`src/rtl/env_step_if.sv`:
```
// env_step_if: bundles the action handshake and the result bus of the
// grid-world step unit.
//   master : the action source / control side (drives start_state, done,
//            act_valid, act; observes everything else)
//   slave  : the env_step_unit itself
// Signals:
//   start_state       episode start state
//   done              control unit finished; blocks new actions
//   act_valid/act     offered action (0 up, 1 right, 2 down, 3 left)
//   act_ready         unit can take an action this cycle
//   cur_state         agent's current state
//   next_state/reward result of the last step, valid with res_valid
//   res_valid         one-cycle result strobe
//   terminal          qualifies res_valid: the step ended the episode
//   change_iteration  one-cycle episode-end pulse
//   ep_steps          steps taken in the current episode
interface env_step_if #(
  parameter int SW = 4
);
  logic [SW-1:0]      start_state;
  logic               done;
  logic               act_valid;
  logic [1:0]         act;
  logic               act_ready;
  logic [SW-1:0]      cur_state;
  logic [SW-1:0]      next_state;
  logic signed [7:0]  reward;
  logic               res_valid;
  logic               terminal;
  logic               change_iteration;
  logic [7:0]         ep_steps;

  modport master (
    output start_state, done, act_valid, act,
    input  act_ready, cur_state, next_state, reward, res_valid,
           terminal, change_iteration, ep_steps
  );

  modport slave (
    input  start_state, done, act_valid, act,
    output act_ready, cur_state, next_state, reward, res_valid,
           terminal, change_iteration, ep_steps
  );
endinterface

```
`src/rtl/env_step_unit.sv`:
```
// env_step_unit: grid-world environment step for a Q-learning controller.
// Takes one action at a time, moves the agent on a 2^GRID_BITS square grid,
// produces the next state and a signed 8-bit reward, counts steps in the
// episode and pulses change_iteration when the goal is reached or the step
// budget runs out. The agent then restarts at start_state.
// Ports:
//   clk  rising-edge clock
//   rst  synchronous active-high reset
//   bus  env_step_if.slave (action handshake in, step result out)
module env_step_unit #(
  parameter int                 GRID_BITS    = 2,
  parameter int                 GOAL_STATE   = 15,
  parameter int                 MAX_STEPS    = 64,
  parameter logic signed [7:0]  GOAL_REWARD  = 8'sd100,
  parameter logic signed [7:0]  WALL_PENALTY = -8'sd10,
  parameter logic signed [7:0]  STEP_PENALTY = -8'sd1
) (
  input  logic        clk,
  input  logic        rst,
  env_step_if.slave   bus
);

  localparam int SW = 2 * GRID_BITS;
  localparam logic [GRID_BITS-1:0] EDGE_LO = '0;
  localparam logic [GRID_BITS-1:0] EDGE_HI = '1;
  localparam logic [GRID_BITS-1:0] ONE     = GRID_BITS'(1);

  typedef enum logic [1:0] {S_WAIT, S_CALC, S_OUT} state_t;

  state_t             state_q, state_d;
  logic [1:0]         act_q, act_d;
  logic [SW-1:0]      cur_state_q, cur_state_d;
  logic [SW-1:0]      next_state_q, next_state_d;
  logic signed [7:0]  reward_q, reward_d;
  logic [7:0]         ep_steps_q, ep_steps_d;
  logic               act_ready_q, act_ready_d;
  logic               res_valid_q, res_valid_d;
  logic               terminal_q, terminal_d;
  logic               chg_q, chg_d;

  logic [GRID_BITS-1:0] row, col;
  logic [SW-1:0]        cand;
  logic                 wall;
  logic                 term_calc;
  logic signed [7:0]    reward_calc;

  assign row = cur_state_q[SW-1:GRID_BITS];
  assign col = cur_state_q[GRID_BITS-1:0];

  // Candidate move; a move off the edge leaves the agent in place.
  always_comb begin
    cand = cur_state_q;
    wall = 1'b0;
    case (act_q)
      2'd0: if (row == EDGE_LO) wall = 1'b1; else cand = {row - ONE, col};
      2'd1: if (col == EDGE_HI) wall = 1'b1; else cand = {row, col + ONE};
      2'd2: if (row == EDGE_HI) wall = 1'b1; else cand = {row + ONE, col};
      default: if (col == EDGE_LO) wall = 1'b1; else cand = {row, col - ONE};
    endcase
    if (wall)                           reward_calc = WALL_PENALTY;
    else if (cand == SW'(GOAL_STATE))   reward_calc = GOAL_REWARD;
    else                                reward_calc = STEP_PENALTY;
    // A wall bump at the goal still counts as landing on it.
    term_calc = (cand == SW'(GOAL_STATE)) ||
                (({1'b0, ep_steps_q} + 9'd1) == 9'(MAX_STEPS));
  end

  always_comb begin
    state_d      = state_q;
    act_d        = act_q;
    cur_state_d  = cur_state_q;
    next_state_d = next_state_q;
    reward_d     = reward_q;
    ep_steps_d   = ep_steps_q;
    act_ready_d  = 1'b0;
    res_valid_d  = 1'b0;
    terminal_d   = 1'b0;
    chg_d        = 1'b0;
    case (state_q)
      S_WAIT: begin
        if (bus.act_valid && act_ready_q) begin
          act_d   = bus.act;
          state_d = S_CALC;
        end else begin
          act_ready_d = ~bus.done;
        end
      end
      S_CALC: begin
        next_state_d = cand;
        reward_d     = reward_calc;
        res_valid_d  = 1'b1;
        terminal_d   = term_calc;
        chg_d        = term_calc;
        state_d      = S_OUT;
      end
      S_OUT: begin
        if (terminal_q) begin
          cur_state_d = bus.start_state;
          ep_steps_d  = 8'd0;
        end else begin
          cur_state_d = next_state_q;
          ep_steps_d  = ep_steps_q + 8'd1;
        end
        act_ready_d = ~bus.done;
        state_d     = S_WAIT;
      end
      default: state_d = S_WAIT;
    endcase
  end

  always_ff @(posedge clk) begin
    if (rst) begin
      state_q      <= S_WAIT;
      act_q        <= 2'd0;
      cur_state_q  <= bus.start_state;
      next_state_q <= '0;
      reward_q     <= 8'sd0;
      ep_steps_q   <= 8'd0;
      act_ready_q  <= 1'b0;
      res_valid_q  <= 1'b0;
      terminal_q   <= 1'b0;
      chg_q        <= 1'b0;
    end else begin
      state_q      <= state_d;
      act_q        <= act_d;
      cur_state_q  <= cur_state_d;
      next_state_q <= next_state_d;
      reward_q     <= reward_d;
      ep_steps_q   <= ep_steps_d;
      act_ready_q  <= act_ready_d;
      res_valid_q  <= res_valid_d;
      terminal_q   <= terminal_d;
      chg_q        <= chg_d;
    end
  end

  assign bus.act_ready        = act_ready_q;
  assign bus.cur_state        = cur_state_q;
  assign bus.next_state       = next_state_q;
  assign bus.reward           = reward_q;
  assign bus.res_valid        = res_valid_q;
  assign bus.terminal         = terminal_q;
  assign bus.change_iteration = chg_q;
  assign bus.ep_steps         = ep_steps_q;

endmodule

```
`src/flat_wrapper.sv`:
```
// flat-port wrapper written by rule: the top's interface ports become plain ports
module env_step_unit_flat 
#(
  parameter int                 GRID_BITS    = 2,
  parameter int                 GOAL_STATE   = 15,
  parameter int                 MAX_STEPS    = 64,
  parameter logic signed [7:0]  GOAL_REWARD  = 8'sd100,
  parameter logic signed [7:0]  WALL_PENALTY = -8'sd10,
  parameter logic signed [7:0]  STEP_PENALTY = -8'sd1
)
  (clk, rst, bus_start_state, bus_done, bus_act_valid, bus_act, bus_act_ready, bus_cur_state, bus_next_state, bus_reward, bus_res_valid, bus_terminal, bus_change_iteration, bus_ep_steps);
  env_step_if #(.SW((2 * (2)))) bus_i ();
  input  logic clk;
  input  logic rst;
  input wire logic [$bits(bus_i.start_state)-1:0] bus_start_state;
  input wire logic [$bits(bus_i.done)-1:0] bus_done;
  input wire logic [$bits(bus_i.act_valid)-1:0] bus_act_valid;
  input wire logic [$bits(bus_i.act)-1:0] bus_act;
  output wire logic [$bits(bus_i.act_ready)-1:0] bus_act_ready;
  output wire logic [$bits(bus_i.cur_state)-1:0] bus_cur_state;
  output wire logic [$bits(bus_i.next_state)-1:0] bus_next_state;
  output wire logic [$bits(bus_i.reward)-1:0] bus_reward;
  output wire logic [$bits(bus_i.res_valid)-1:0] bus_res_valid;
  output wire logic [$bits(bus_i.terminal)-1:0] bus_terminal;
  output wire logic [$bits(bus_i.change_iteration)-1:0] bus_change_iteration;
  output wire logic [$bits(bus_i.ep_steps)-1:0] bus_ep_steps;
  assign bus_i.start_state = bus_start_state;
  assign bus_i.done = bus_done;
  assign bus_i.act_valid = bus_act_valid;
  assign bus_i.act = bus_act;
  assign bus_act_ready = bus_i.act_ready;
  assign bus_cur_state = bus_i.cur_state;
  assign bus_next_state = bus_i.next_state;
  assign bus_reward = bus_i.reward;
  assign bus_res_valid = bus_i.res_valid;
  assign bus_terminal = bus_i.terminal;
  assign bus_change_iteration = bus_i.change_iteration;
  assign bus_ep_steps = bus_i.ep_steps;
  env_step_unit #(.GRID_BITS(GRID_BITS), .GOAL_STATE(GOAL_STATE), .MAX_STEPS(MAX_STEPS), .GOAL_REWARD(GOAL_REWARD), .WALL_PENALTY(WALL_PENALTY), .STEP_PENALTY(STEP_PENALTY)) u_core (.clk(clk), .rst(rst), .bus(bus_i));
endmodule
```
`config.mk`:
```
export PLATFORM = sky130hd
export DESIGN_NAME = env_step_unit_flat
export DESIGN_NICKNAME = d
export VERILOG_FILES = /design/src/rtl/env_step_if.sv /design/src/rtl/env_step_unit.sv /design/src/flat_wrapper.sv
export SDC_FILE = /design/constraint.sdc
export NUM_CORES = 1
export LEC_CHECK = 0
export BUFFER_PORTS_ARGS = -buffer_cell sky130_fd_sc_hd__buf_2
export CAP_MARGIN = 5
export CORE_MARGIN = 5
export CORE_UTILIZATION = 50
export DETAILED_ROUTE_END_ITERATION = 12
export MAX_ROUTING_LAYER = met4
export PLACE_DENSITY = 0.77
export SETUP_SLACK_MARGIN = 0.4
export SYNTH_ARGS = -nofsm -noshare
export SYNTH_HDL_FRONTEND = slang
export SYNTH_SLANG_ARGS = --single-unit
```
`constraint.sdc`:
```
create_clock -name clk -period 1.7 [get_ports clk]
set_clock_uncertainty 0.05 [all_clocks]
set_input_delay 0.085 -clock clk [delete_from_list [all_inputs] [get_ports clk]]
set_output_delay 0.085 -clock clk [all_outputs]
set_load 0.005 [all_outputs]
```
Word-level counts from Yosys, hierarchy flattened
Index checks and enable logic that the tools add are counted.
{"block": "word_totals", "regBits": 31, "in_bits": 10, "out_inout_bits": 28}
{"block": "classes", "n_addsub": 6, "n_eq_ne": 9, "muxes": 21, "bitwise": 2, "n_reduce_logical": 9}
{"operator": "8-bit two-way mux", "count": 3}
{"operator": "4-bit two-way mux", "count": 5}
{"operator": "4-bit one-hot mux with 3 select lines", "count": 1}
{"operator": "8-bit by 1-bit adder with 9-bit output, second input constant", "count": 1}
{"operator": "9-bit by 7-bit equality test with 1-bit output, second input constant", "count": 1}
{"operator": "8-bit by 1-bit adder with 8-bit output, second input constant", "count": 1}
{"operator": "2-bit equality test, second input constant", "count": 4}
{"operator": "2-bit logical NOT", "count": 4}
{"operator": "1-bit two-way mux", "count": 6}
{"operator": "2-bit two-way mux", "count": 3}
{"operator": "2-bit by 1-bit adder with 2-bit output, second input constant", "count": 2}
{"operator": "2-bit by 1-bit equality test with 1-bit output, second input constant", "count": 2}
{"operator": "4-bit equality test, second input constant", "count": 1}
{"operator": "2-bit one-hot mux with 2 select lines", "count": 1}
{"operator": "2-bit by 1-bit subtractor with 2-bit output, second input constant", "count": 2}
{"operator": "1-bit one-hot mux with 3 select lines", "count": 1}
{"operator": "2-bit by 1-bit inequality test with 1-bit output, second input constant", "count": 1}
{"operator": "1-bit inverter", "count": 2}
{"operator": "1-bit one-hot mux with 2 select lines", "count": 1}
{"operator": "2-bit AND reduction", "count": 1}
{"operator": "2-bit nonzero test", "count": 1}
{"operator": "2-bit OR reduction", "count": 1}
{"operator": "1-bit logical AND", "count": 1}
{"operator": "1-bit logical OR", "count": 1}

Longest topological paths before layout
Gate-level depths: netlist (run 1).
{"block": "depth", "depth_word": 6, "mapped_depth": 5, "mapped_depth_nobuf": 5}

Least setup slack after synthesis (run 1)
Ideal clock, no wire load.
{"block": "synth_path", "kind": "reg2reg", "startpoint": "reg u_core.cur_state_q[3] (netlist: u_core.bus.cur_state[3])", "endpoint": "reg u_core.reward_q[3] (netlist: u_core.bus.reward[3])", "setup_time_ns": 0.067, "arrival_time_ns": 1.421, "setup_slack_ns": 0.161, "path_stages_with_launch": 5, "path_buffers": 0, "period_less_slack_ns": 1.539, "path_cell_list": "edfxtp_1 -> and3_1 -> or3_1 -> a211o_1 -> a21oi_2"}
{"block": "synth_via", "elab_chain_cells": 6, "elab_cells_between_ends": 13, "classes_between": "add/sub (2); eq/ne (2); mux (8); reduce/logical (1)"}
{"element": "start: declaration", "line": "env_step_unit.sv:32", "source": "logic [SW-1:0] cur_state_q, cur_state_d;"}
{"element": "start signal: assignment", "line": "env_step_unit.sv:115", "source": "cur_state_q <= bus.start_state;"}
{"element": "start signal: assignment", "line": "env_step_unit.sv:126", "source": "cur_state_q <= cur_state_d;"}
{"element": "2-bit by 1-bit adder with 2-bit output (tied with other cells)", "line": "env_step_unit.sv:57", "source": "2'd2: if (row == EDGE_HI) wall = 1'b1; else cand = {row + ONE, col};"}
{"element": "4-bit two-way mux (on tied branches)", "line": "env_step_unit.sv:57, env_step_unit.sv:55"}
{"element": "4-bit one-hot mux with 3 select lines", "line": "env_step_unit.sv:54", "source": "case (act_q)"}
{"element": "4-bit equality test", "line": "env_step_unit.sv:61", "source": "else if (cand == SW'(GOAL_STATE)) reward_calc = GOAL_REWARD;"}
{"element": "8-bit two-way mux", "line": "env_step_unit.sv:61"}
{"element": "8-bit two-way mux *", "line": "env_step_unit.sv:60", "source": "if (wall) reward_calc = WALL_PENALTY;"}
{"element": "end signal: assignment", "line": "env_step_unit.sv:128", "source": "reward_q <= reward_d;"}
{"element": "end: declaration", "line": "env_step_unit.sv:34", "source": "logic signed [7:0] reward_q, reward_d;"}
Every way passes the cells marked *; elsewhere a longest branch is shown, timed or not.
A chain may end at the register's enable or synchronous reset.

Worst setup path in the final report (run 1)
Ends and elaborated chain as after synthesis.

==> results of run 1 <==
[layout by cell type (no fill, tap or decap), types with 3 or more instances in the layout]
master	instances
a21oi_1	5
a21oi_2	3
buf_2	37
buf_4	12
clkbuf_4	3
dfxtp_1	16
dfxtp_2	4
dlygate4sd3_1	4
edfxtp_1	4
inv_1	3
mux2_2	4
mux2i_1	3
nand2_1	7
nand3_1	4
nor2_1	16
nor2b_1	3
nor3_1	3
nor3_2	3
o21ai_0	5
o21ai_1	6
[stage by stage]
stage	total power, mW	hold slack, ns	util (%)	cells
2_1_floorplan	0.739	0.112	-	140
6_report	1.07	0.00888	67.2	217
5_1_grt	1.13	0.00275	67.2	217
3_3_place_gp	0.775	0.197	58.8	199
3_5_place_dp	0.781	0.204	58.8	199
4_1_cts	1.06	0.00240	65.1	215
[routing by layer]
layer,global-route usage (%),part of all wire (%),up-vias
li1,-,-,597
met2,34.9,53,52
met1,20.7,40,573
met4,7.59,0.79,0
met5,-,0,-
met3,1.91,6.2,4
[cell usage after synthesis, types with 2 or more instances]
cell type	number	area, sq um
dfxtp_1	22	440
nor2_1	17	63.8
a21oi_1	7	35.0
nand2_1	7	26.3
buf_4	6	45.0
o21ai_1	6	30.0
nor3_1	5	25.0
o21ai_0	5	25.0
edfxtp_1	4	120
mux2_2	4	45.0
nand3_1	4	20.0
nor2b_1	4	25.0
and3_1	3	18.8
inv_1	3	11.3
mux2i_1	3	30.0
a211oi_1	2	15.0
a31oi_1	2	12.5
and3b_1	2	17.5
clkbuf_1	2	7.51
nand2b_1	2	12.5
nand4_1	2	12.5
nor4_1	2	12.5
o211ai_1	2	15.0
or3_1	2	12.5
[where the power goes]
| group | total, mW | switching, mW | internal (mW) |
|---|---|---|---|
| clock | 0.264 | 0.178 | 0.0859 |
| combinational | 0.143 | 0.0661 | 0.0768 |
| sequential | 0.661 | 0.0204 | 0.641 |
| total | 1.07 | 0.265 | 0.803 |
[registers in the layout, indices dropped and copies added, names as in the netlist]
signal and cells:
u_core.bus.res_valid 1, u_core.act_q 2, u_core.state_q 2, u_core.bus.act_ready 1, u_core.bus.cur_state 4, u_core.bus.next_state 4
u_core.bus.ep_steps 8, u_core.bus.reward 3, u_core.bus.terminal 1
[cells by family after synthesis]
| kind of cell | count (synthesis) | synth area share (%) |
|---|---|---|
| fa+ha+maj | 2 | 1.78 |
| compound gates | 33 | 16.6 |
| buf+inv | 15 | 6.91 |
| flops | 26 | 44.2 |
| mux | 7 | 5.92 |
| simple gates | 56 | 23.9 |
| xor+xnor | 1 | 0.691 |
[timing repair]
action,in CTS,in global routing
gates resized for setup,13,10
hold endpoints to repair,4,0
pin swaps,2,5
buffers inserted,8,2
hold buffers,4,0
endpoints found under the setup margin,17,13
[worst max-delay path, delay by kind of cell (launching register included)]
kind / cells / cell delay (ns)
compound gates: 2 / 0.43
flops: 1 / 0.46
simple gates: 2 / 0.52
[worst max-delay path by stage]
stage          cells past startpoint                     from              endpoint  slack (ns)
6_report                           4  u_core.bus.cur_state[3]  u_core.bus.reward[3]        0.19
5_1_grt                            4  u_core.bus.cur_state[3]  u_core.bus.reward[3]        0.14
4_1_cts                            4  u_core.bus.cur_state[2]  u_core.bus.reward[3]        0.22
3_5_place_dp                       4  u_core.bus.cur_state[3]  u_core.bus.reward[3]        0.17
3_3_place_gp                       4  u_core.bus.cur_state[3]  u_core.bus.reward[3]        0.22
2_1_floorplan                      4  u_core.bus.cur_state[3]  u_core.bus.reward[3]        0.23
[area by class of cell]
type,instances,share of cell area [%]
Timing Repair Buffer,54,19.8
Sequential cell,26,34.7
Multi-Input combinational cell,99,40.6
Inverter,4,0.986
Clock inverter,1,0.227
Clock buffer,3,1.36
Tap cell,30,2.27
==> results.txt, run 1 <==
total negative slack: 0 ns
die width: 60.4 um
Reg area: 573 sq um
Yosys cell types: 46
WL final: 3.29 mm
status: finished, final reports clean
CTS tree: done
PD cells: 647 mW/mm^2
Vias/cell: 5.65
crit path DAT: 1.72 ns
Final Hold Vio Count: 0
hold depth: 2
post-placement cell area: 0.00144 sq mm
Slew Viols, Final: 0
CP required: 1.91 ns
first-pass GRT wire length: 5.10 mm
PortBufs: 37
Clock transition at path regs: 0.13 ns
worst-path fanout max: 4
1st-pass router iterations: 4
measured slew at the worst slew-check pin: 0.267 ns
n_diodes: 0
Starting Density: 51.6%
leak pwr: 0.732 nW
Mapped Nets: 151
Fmax: 664 MHz
CTS Buffer Depth: 2
ys async rst share: 0%
GP Congestion: 0.940
CTS buffer count: 3
synth-to-layout area growth: 30.2%
Worst setup SP type: flop
Crit Path Class: flop to flop
register area share after synthesis: 44.2%
r2r setup slk: 0.19 ns
Hold Crit Start: rst
die height: 60.4 um
fraction of layout cells with a size suffix above 1: 43.9%
core area: 0.00245 sq mm
remaining global-route overflow: 0
total die area: 0.00364 sq mm
worst min-delay path class: primary input to flop
final instance area: 0.00165 sq mm
FF+latch count, synth: 26
FP Rows: 18
Hold Path Sink: u_core.bus.ep_steps[3]
synthesized cell area: 0.00127 sq mm
unrepaired setup endpoints after global routing: yes
number of global-route vias before repair: 1,162
DP Wirelength: 2.19 mm
Max stage delay on crit path: 0.46 ns
Setup violations, final: 0
Reg-to-Reg Start: u_core.bus.cur_state[3]
Peak VDD IR: 0.000512 V
Gate Count Post-Synth: 140
clock sinks: 26
largest net degree at the start of global routing: 15
fin worst setup slack: 0.193 ns
DRC Markers: 0
DP Worst Slack: 0.168 ns
CP max-delay cell: edfxtp_1
reg2reg path depth: 4
Total GRT Usage: 19.0%
dominant synthesized flop cell: dfxtp_1
Final nets: 199
Final Critical Period: 1.51 ns
worst skew pair latency: 0.31 ns
final antenna-violating net count: 0
worst r2r dst: u_core.bus.reward[3]
DR iter-0 viols: 51
Synthesis Warnings: 0
Post-synth EDFFs: 4
Avg Cell Area, Syn: 9.05 sq um
initial antenna violation count: 0
per-cell routed wire length: 15.2 um
worst path cell trace: and3_4, or3_4, a211o_1, a21oi_2
# fillers: 203
I/O pins: 38
Max-slew headroom: 82.1%
crit share post-route: 88.6%
Max Cap Viol: 0
routed vias: 1,226
htree depth: 1
area occupied by multi-input gates: 671 sq um
crit end category: flop
clk root buf: clkbuf_4
Note: power is estimated with default switching activity, not from simulation.
==> run 2: changes to the inputs <==
--- a/config.mk
+++ b/config.mk
@@ -7,12 +7,15 @@
 export LEC_CHECK = 0
 export BUFFER_PORTS_ARGS = -buffer_cell sky130_fd_sc_hd__buf_2
 export CAP_MARGIN = 5
+export CELL_PAD_IN_SITES_DETAIL_PLACEMENT = 1
+export CELL_PAD_IN_SITES_GLOBAL_PLACEMENT = 2
 export CORE_MARGIN = 5
-export CORE_UTILIZATION = 50
+export CORE_UTILIZATION = 29
 export DETAILED_ROUTE_END_ITERATION = 12
 export MAX_ROUTING_LAYER = met4
-export PLACE_DENSITY = 0.77
+export PLACE_DENSITY = 0.76
 export SETUP_SLACK_MARGIN = 0.4
+export SLEW_MARGIN = 20
 export SYNTH_ARGS = -nofsm -noshare
 export SYNTH_HDL_FRONTEND = slang
 export SYNTH_SLANG_ARGS = --single-unit
==> run 2 against run 1 <==
Net effect:
- first-iteration DRC count increased by 39%
- combinational power about the same
- hold slack improved by 0.049 ns
- sequential cell count unchanged
- via count decreased by 1.2%
- final area increased by 3.9%
- sequential share of layout area decreased by 1.4 points
- clock-buffer cell count increased by 1
- critical path depth increased by 1
- die area increased by 59%
- clock power increased by 39%
==> results.txt, run 2 (same netlist as run 1, synthesis figures left out) <==
status: finished, final reports clean (unchanged)
Max-slew headroom: 69.4% (was 82.1%)
n_diodes: 0 (unchanged)
unrepaired setup endpoints after global routing: yes (unchanged)
Final Critical Period: 1.48 ns (was 1.51 ns)
most frequent cells in the layout: 37 x buf_2, 16 x nor2_1, 16 x dfxtp_1 (unchanged)
crit share post-route: 86.9% (was 88.6%)
die width: 76.1 um (was 60.4 um)
largest net degree at the start of global routing: 15 (unchanged)
CP max-delay cell: edfxtp_1 (unchanged)
Final Hold Vio Count: 0 (unchanged)
Starting Density: 29.5% (was 51.6%)
CTS tree: done (unchanged)
total die area: 0.00579 sq mm (was 0.00364 sq mm)
commonest non-fill, non-tap cell in the layout: buf_2 (unchanged)
WL final: 3.69 mm (was 3.29 mm)
first-pass GRT wire length: 5.85 mm (was 5.10 mm)
htree depth: 1 (unchanged)
Slew Viols, Final: 0 (unchanged)
PortBufs: 37 (unchanged)
Worst setup SP type: flop (unchanged)
worst path cell trace: buf_4, nand2_1, o211ai_1, a211o_1, a21oi_2 (was and3_4, or3_4, a211o_1, a21oi_2)
r2r setup slk: 0.22 ns (was 0.19 ns)
routed vias: 1,211 (was 1,226)
crit path DAT: 1.64 ns (was 1.72 ns)
clk root buf: clkbuf_8 (was clkbuf_4)
worst-path fanout max: 7 (was 4)
Clock transition at path regs: 0.09 ns (was 0.13 ns)
Max Cap Viol: 0 (unchanged)
max FFs per register: 8 (unchanged)
Peak VDD IR: 0.000411 V (was 0.000512 V)
DRC Markers: 0 (unchanged)
Reg-to-Reg Start: u_core.bus.cur_state[1] (was u_core.bus.cur_state[3])
total negative slack: 0 ns (unchanged)
Setup violations, final: 0 (unchanged)
CP required: 1.86 ns (was 1.91 ns)
fraction of layout cells with a size suffix above 1: 45.5% (was 43.9%)
Final nets: 199 (unchanged)
family with the most delay on the worst path: compound AO/OA/AOI/OAI gates (was simple AND/OR/NAND/NOR gates)
core area: 0.00429 sq mm (was 0.00245 sq mm)
crit end category: flop (unchanged)
Vias/cell: 5.07 (was 5.65)
Crit Path Class: flop to flop (unchanged)
worst skew pair latency: 0.27 ns (was 0.31 ns)
Fmax: 677 MHz (was 664 MHz)
die height: 76.1 um (was 60.4 um)
fin worst setup slack: 0.223 ns (was 0.193 ns)
final instance area: 0.00171 sq mm (was 0.00165 sq mm)
per-cell routed wire length: 15.4 um (was 15.2 um)
reg2reg path depth: 5 (was 4)
number of global-route vias before repair: 1,262 (was 1,162)
DP Worst Slack: 0.149 ns (was 0.168 ns)
Max stage delay on crit path: 0.50 ns (was 0.46 ns)
synth-to-layout area growth: 35.2% (was 30.2%)
final antenna-violating net count: 0 (unchanged)
initial antenna violation count: 0 (unchanged)
I/O pins: 38 (unchanged)
measured slew at the worst slew-check pin: 0.457 ns (was 0.267 ns)
CTS buffer count: 3 (unchanged)
post-placement cell area: 0.00149 sq mm (was 0.00144 sq mm)
worst min-delay path class: primary input to flop (unchanged)
Stages on worst setup path: 5 (was 4)
DP Wirelength: 2.65 mm (was 2.19 mm)
1st-pass router iterations: 4 (unchanged)
Critical Path Source: u_core.bus.cur_state[1] (was u_core.bus.cur_state[3])
clock sinks: 26 (unchanged)
leak pwr: 0.745 nW (was 0.732 nW)
end of the critical path: u_core.bus.reward[3] (unchanged)
FP Rows: 24 (was 18)
PD cells: 682 mW/mm^2 (was 647 mW/mm^2)
remaining global-route overflow: 0 (unchanged)
worst r2r dst: u_core.bus.reward[3] (unchanged)
GP Congestion: 0.776 (was 0.940)
CTS Buffer Depth: 2 (unchanged)
DR iter-0 viols: 71 (was 51)
WP buf/inv: 1 (was 0)
Total GRT Usage: 12.4% (was 19.0%)
run 2: cell types whose count changed in the layout (fill, tap and decap cells not counted), moves of 2 or more:
cell      delta
clkbuf_4     -3
clkbuf_8     +3
a211oi_1     -2
a211oi_2     +2
run 2: metal layers:
metal | vias up | track usage, % | part of all wire (%)
li1 | 594 | - | -
met1 | 585 | 13.2 | 42
met2 | 25 | 22.1 | 53
met3 | 7 | 3.66 | 4.4
met4 | 0 | 3.67 | 1.3
met5 | - | - | 0
run 2: what timing repair did:
action | in CTS | in global routing
hold buffers | 3 | 0
endpoints found under the setup margin | 20 | 18
setup buffers | 2 | 6
pin swaps | 1 | 4
endpoints found under the hold margin | 3 | 0
resized for setup | 12 | 17
gates cloned | 0 | 0
run 2: worst min path at each step:
stage / from / to / slack (ns) / cells after the start
2_1_floorplan: bus_done / u_core.bus.act_ready / 0.11 / 1
3_3_place_gp: bus_done / u_core.bus.act_ready / 0.20 / 2
3_5_place_dp: bus_done / u_core.bus.act_ready / 0.21 / 2
4_1_cts: bus_act_valid / u_core.state_q[0] / 0.03 / 3
5_1_grt: rst / u_core.bus.reward[3] / 0.06 / 2
6_report: rst / u_core.bus.reward[3] / 0.06 / 2
run 2: area by class of cell:
cell class,count,area (sq um)
inverters,4,16.3
repair buffers,54,328
flip-flops and latches,26,571
well taps,52,65.1
multi-input cells,99,689
fillers,505,2580
clock buffers,4,45.0
run 2: stage by stage:
| step | cells | hold slack, ns | power [mW] | utilization (%) |
|---|---|---|---|---|
| CTS | 233 | 0.0335 | 1.17 | 37.4 |
| detailed placement | 224 | 0.210 | 0.787 | 34.8 |
| floorplan | 140 | 0.112 | 0.739 | - |
| finish | 239 | 0.0582 | 1.17 | 39.9 |
| global placement | 224 | 0.199 | 0.782 | 34.8 |
| global route | 239 | 0.0565 | 1.23 | 39.9 |
run 2: worst reg2reg max path, delay by kind of cell, from the launching register on:
kind | cells | cell delay [ns]
buffers and inverters | 1 | 0.19
AO/OA/AOI/OAI | 3 | 0.59
AND/OR/NAND/NOR | 1 | 0.08
flip-flops | 1 | 0.50
run 2: where the power goes:
part | total (mW) | internal, mW | switching, mW
registers | 0.662 | 0.642 | 0.0208
clock network | 0.366 | 0.168 | 0.198
logic | 0.140 | 0.0746 | 0.0659
==> run 3: changes to the inputs <==
--- a/config.mk
+++ b/config.mk
@@ -13,7 +13,7 @@
 export CORE_UTILIZATION = 29
 export DETAILED_ROUTE_END_ITERATION = 12
 export MAX_ROUTING_LAYER = met4
-export PLACE_DENSITY = 0.76
+export PLACE_DENSITY = 0.74
 export SETUP_SLACK_MARGIN = 0.4
 export SLEW_MARGIN = 20
 export SYNTH_ARGS = -nofsm -noshare
==> run 3 against run 2 <==
Net effect:
- wire length rose by 2.7%
- sequential cell count unchanged
- sequential share of layout area down 0.62 points
- worst setup slack better by 0.030 ns
- via count rose by 2.8%
- total power grew 4.0%
- hold slack worse by 0.036 ns
- utilization rose by 0.93 points
- sequential power decreased by 0.6%
- critical path depth stayed put
- critical endpoint unchanged
- largest power group unchanged
==> results.txt, run 3 (same netlist as run 1, synthesis figures left out) <==
status: finished, final reports clean (unchanged)
Max Cap Viol: 0 (unchanged)
unrepaired setup endpoints after global routing: yes (unchanged)
GP Congestion: 0.778 (was 0.776)
total die area: 0.00579 sq mm (unchanged)
WL final: 3.79 mm (was 3.69 mm)
worst min-delay path class: primary input to flop (unchanged)
Int Pwr: 0.930 mW (was 0.884 mW)
clock sinks: 26 (unchanged)
# fillers: 513 (was 505)
synth-to-layout area growth: 38.4% (was 35.2%)
worst skew pair latency: 0.27 ns (about the same)
Final nets: 202 (was 199)
CTS tree: done (unchanged)
area occupied by multi-input gates: 696 sq um (was 689 sq um)
Reg area: 573 sq um (was 571 sq um)
crit end category: flop (unchanged)
power consumption: 1.22 mW (was 1.17 mW)
Clock transition at path regs: 0.09 ns (about the same)
htree depth: 1 (unchanged)
per-cell routed wire length: 15.7 um (was 15.4 um)
Slew Viols, Final: 0 (unchanged)
measured slew at the worst slew-check pin: 0.418 ns (was 0.457 ns)
crit share post-route: 85.1% (was 86.9%)
PortBufs: 37 (unchanged)
Clock power frac: 33.4% (was 31.3%)
leak pwr: 0.775 nW (was 0.745 nW)
remaining global-route overflow: 0 (unchanged)
DR iter-0 viols: 40 (was 71)
initial antenna violation count: 0 (unchanged)
Max-slew headroom: 72.0% (was 69.4%)
Total GRT Usage: 13.1% (was 12.4%)
final antenna-violating net count: 0 (unchanged)
Final Critical Period: 1.45 ns (was 1.48 ns)
Gate power share: 12.5% (was 12.0%)
max FFs per register: 8 (unchanged)
sequential share of power: 54.1% (was 56.7%)
DRC Markers: 0 (unchanged)
number of global-route vias before repair: 1,317 (was 1,262)
Starting Density: 29.5% (unchanged)
core area: 0.00429 sq mm (unchanged)
Sw Ratio: 23.6% (was 24.4%)
clk root buf: clkbuf_8 (unchanged)
DP Wirelength: 2.62 mm (was 2.65 mm)
routed vias: 1,245 (was 1,211)
first-pass GRT wire length: 6.20 mm (was 5.85 mm)
FP Rows: 24 (unchanged)
largest net degree at the start of global routing: 15 (unchanged)
n_diodes: 0 (unchanged)
1st-pass router iterations: 4 (unchanged)
CP required: 1.86 ns (about the same)
CTS Buffer Depth: 2 (unchanged)
Fmax: 691 MHz (was 677 MHz)
Final Hold Vio Count: 0 (unchanged)
crit path DAT: 1.61 ns (was 1.64 ns)
PD cells: 693 mW/mm^2 (was 682 mW/mm^2)
total negative slack: 0 ns (unchanged)
die width: 76.1 um (unchanged)
Setup violations, final: 0 (unchanged)
worst-path fanout max: 4 (was 7)
Peak VDD IR: 0.000291 V (was 0.000411 V)
fraction of layout cells with a size suffix above 1: 47.9% (was 45.5%)
most frequent cells in the layout: 37 x buf_2, 17 x nor2_1, 16 x buf_4 (was 37 x buf_2, 16 x nor2_1, 16 x dfxtp_1)
CTS buffer count: 3 (unchanged)
sw power: 0.287 mW (was 0.285 mW)
I/O pins: 38 (unchanged)
commonest non-fill, non-tap cell in the layout: buf_2 (unchanged)
die height: 76.1 um (unchanged)
Vias/cell: 5.14 (was 5.07)
Crit Path Class: flop to flop (unchanged)
Worst setup SP type: flop (unchanged)
## run 3: cell types whose count changed in the layout (fill, tap and decap cells not counted), moves of 2 or more
| cell | change |
|---|---|
| dfxtp_2 | +2 |
| buf_4 | +4 |
| dlygate4sd3_1 | -2 |
| dfxtp_1 | -2 |
## run 3: path summary, 6_finish.rpt
| path | startpoint | endpoint | slack, ns | depth (start not counted) |
|---|---|---|---|---|
| max | u_core.bus.cur_state[2] | u_core.bus.reward[3] | 0.25 | 5 |
| min | bus_act[1] | u_core.act_q[1] | 0.02 | 3 |
| max reg2reg | u_core.bus.cur_state[2] | u_core.bus.reward[3] | 0.25 | 5 |
| min reg2reg | u_core.bus.next_state[1] | u_core.bus.next_state[1] | 0.43 | 2 |
## run 3: cell type report
| cell class | count | share of cell area, % |
|---|---|---|
| multi-input combinational | 99 | 39.7 |
| sequential | 26 | 32.7 |
| timing repair buffer | 57 | 19.9 |
| tap | 52 | 3.71 |
| clock buffer | 4 | 3.14 |
| inverter | 4 | 0.927 |
## run 3: critical path, cell delays in order, from the launching register on
cell      delay, ns
edfxtp_1       0.42
buf_6          0.14
and3b_1        0.17
o211a_1        0.25
a211o_1        0.25
a21oi_2        0.11
## run 3: stage by stage
stage               util [%]  instances  hold WS [ns]  instance area [sq um]  worst slack, ns
CTS                     38.1        236        0.0178                   1640            0.244
global route            40.9        242        0.0408                   1750            0.188
global placement        34.8        224         0.201                   1490            0.216
floorplan                  -        140         0.112                   1270            0.233
finish                  40.9        242        0.0219                   1750            0.253
detailed placement      34.8        224         0.219                   1490            0.158
## run 3: routing by layer
| metal | vias to the layer above | wire [um] | part of all wire, % | track usage [%] |
|---|---|---|---|---|
| li1 | 600 | - | - | - |
| met1 | 613 | 1610 | 42 | 14.7 |
| met2 | 28 | 1990 | 53 | 23.5 |
| met3 | 4 | 154 | 4.1 | 2.84 |
| met4 | 0 | 37 | 0.98 | 3.15 |
| met5 | - | 0 | 0 | - |
## run 3: power by group through the flow
stage	combinational (mW)	clock, mW	sequential (mW)
after floorplan	0.0643	0	0.675
after global placement	0.105	0	0.678
after detailed placement	0.107	0	0.680
after CTS	0.137	0.419	0.659
after global routing	0.168	0.452	0.662
final	0.152	0.406	0.658
## run 3: repair_timing
item                                    4_1_cts  5_1_grt
hold endpoints to repair                      1        0
gates resized for setup                      13       17
hold buffers                                  1        0
buffers inserted                              7        6
pin swaps                                     4        8
endpoints found under the setup margin       18       15
cloned                                        0        0
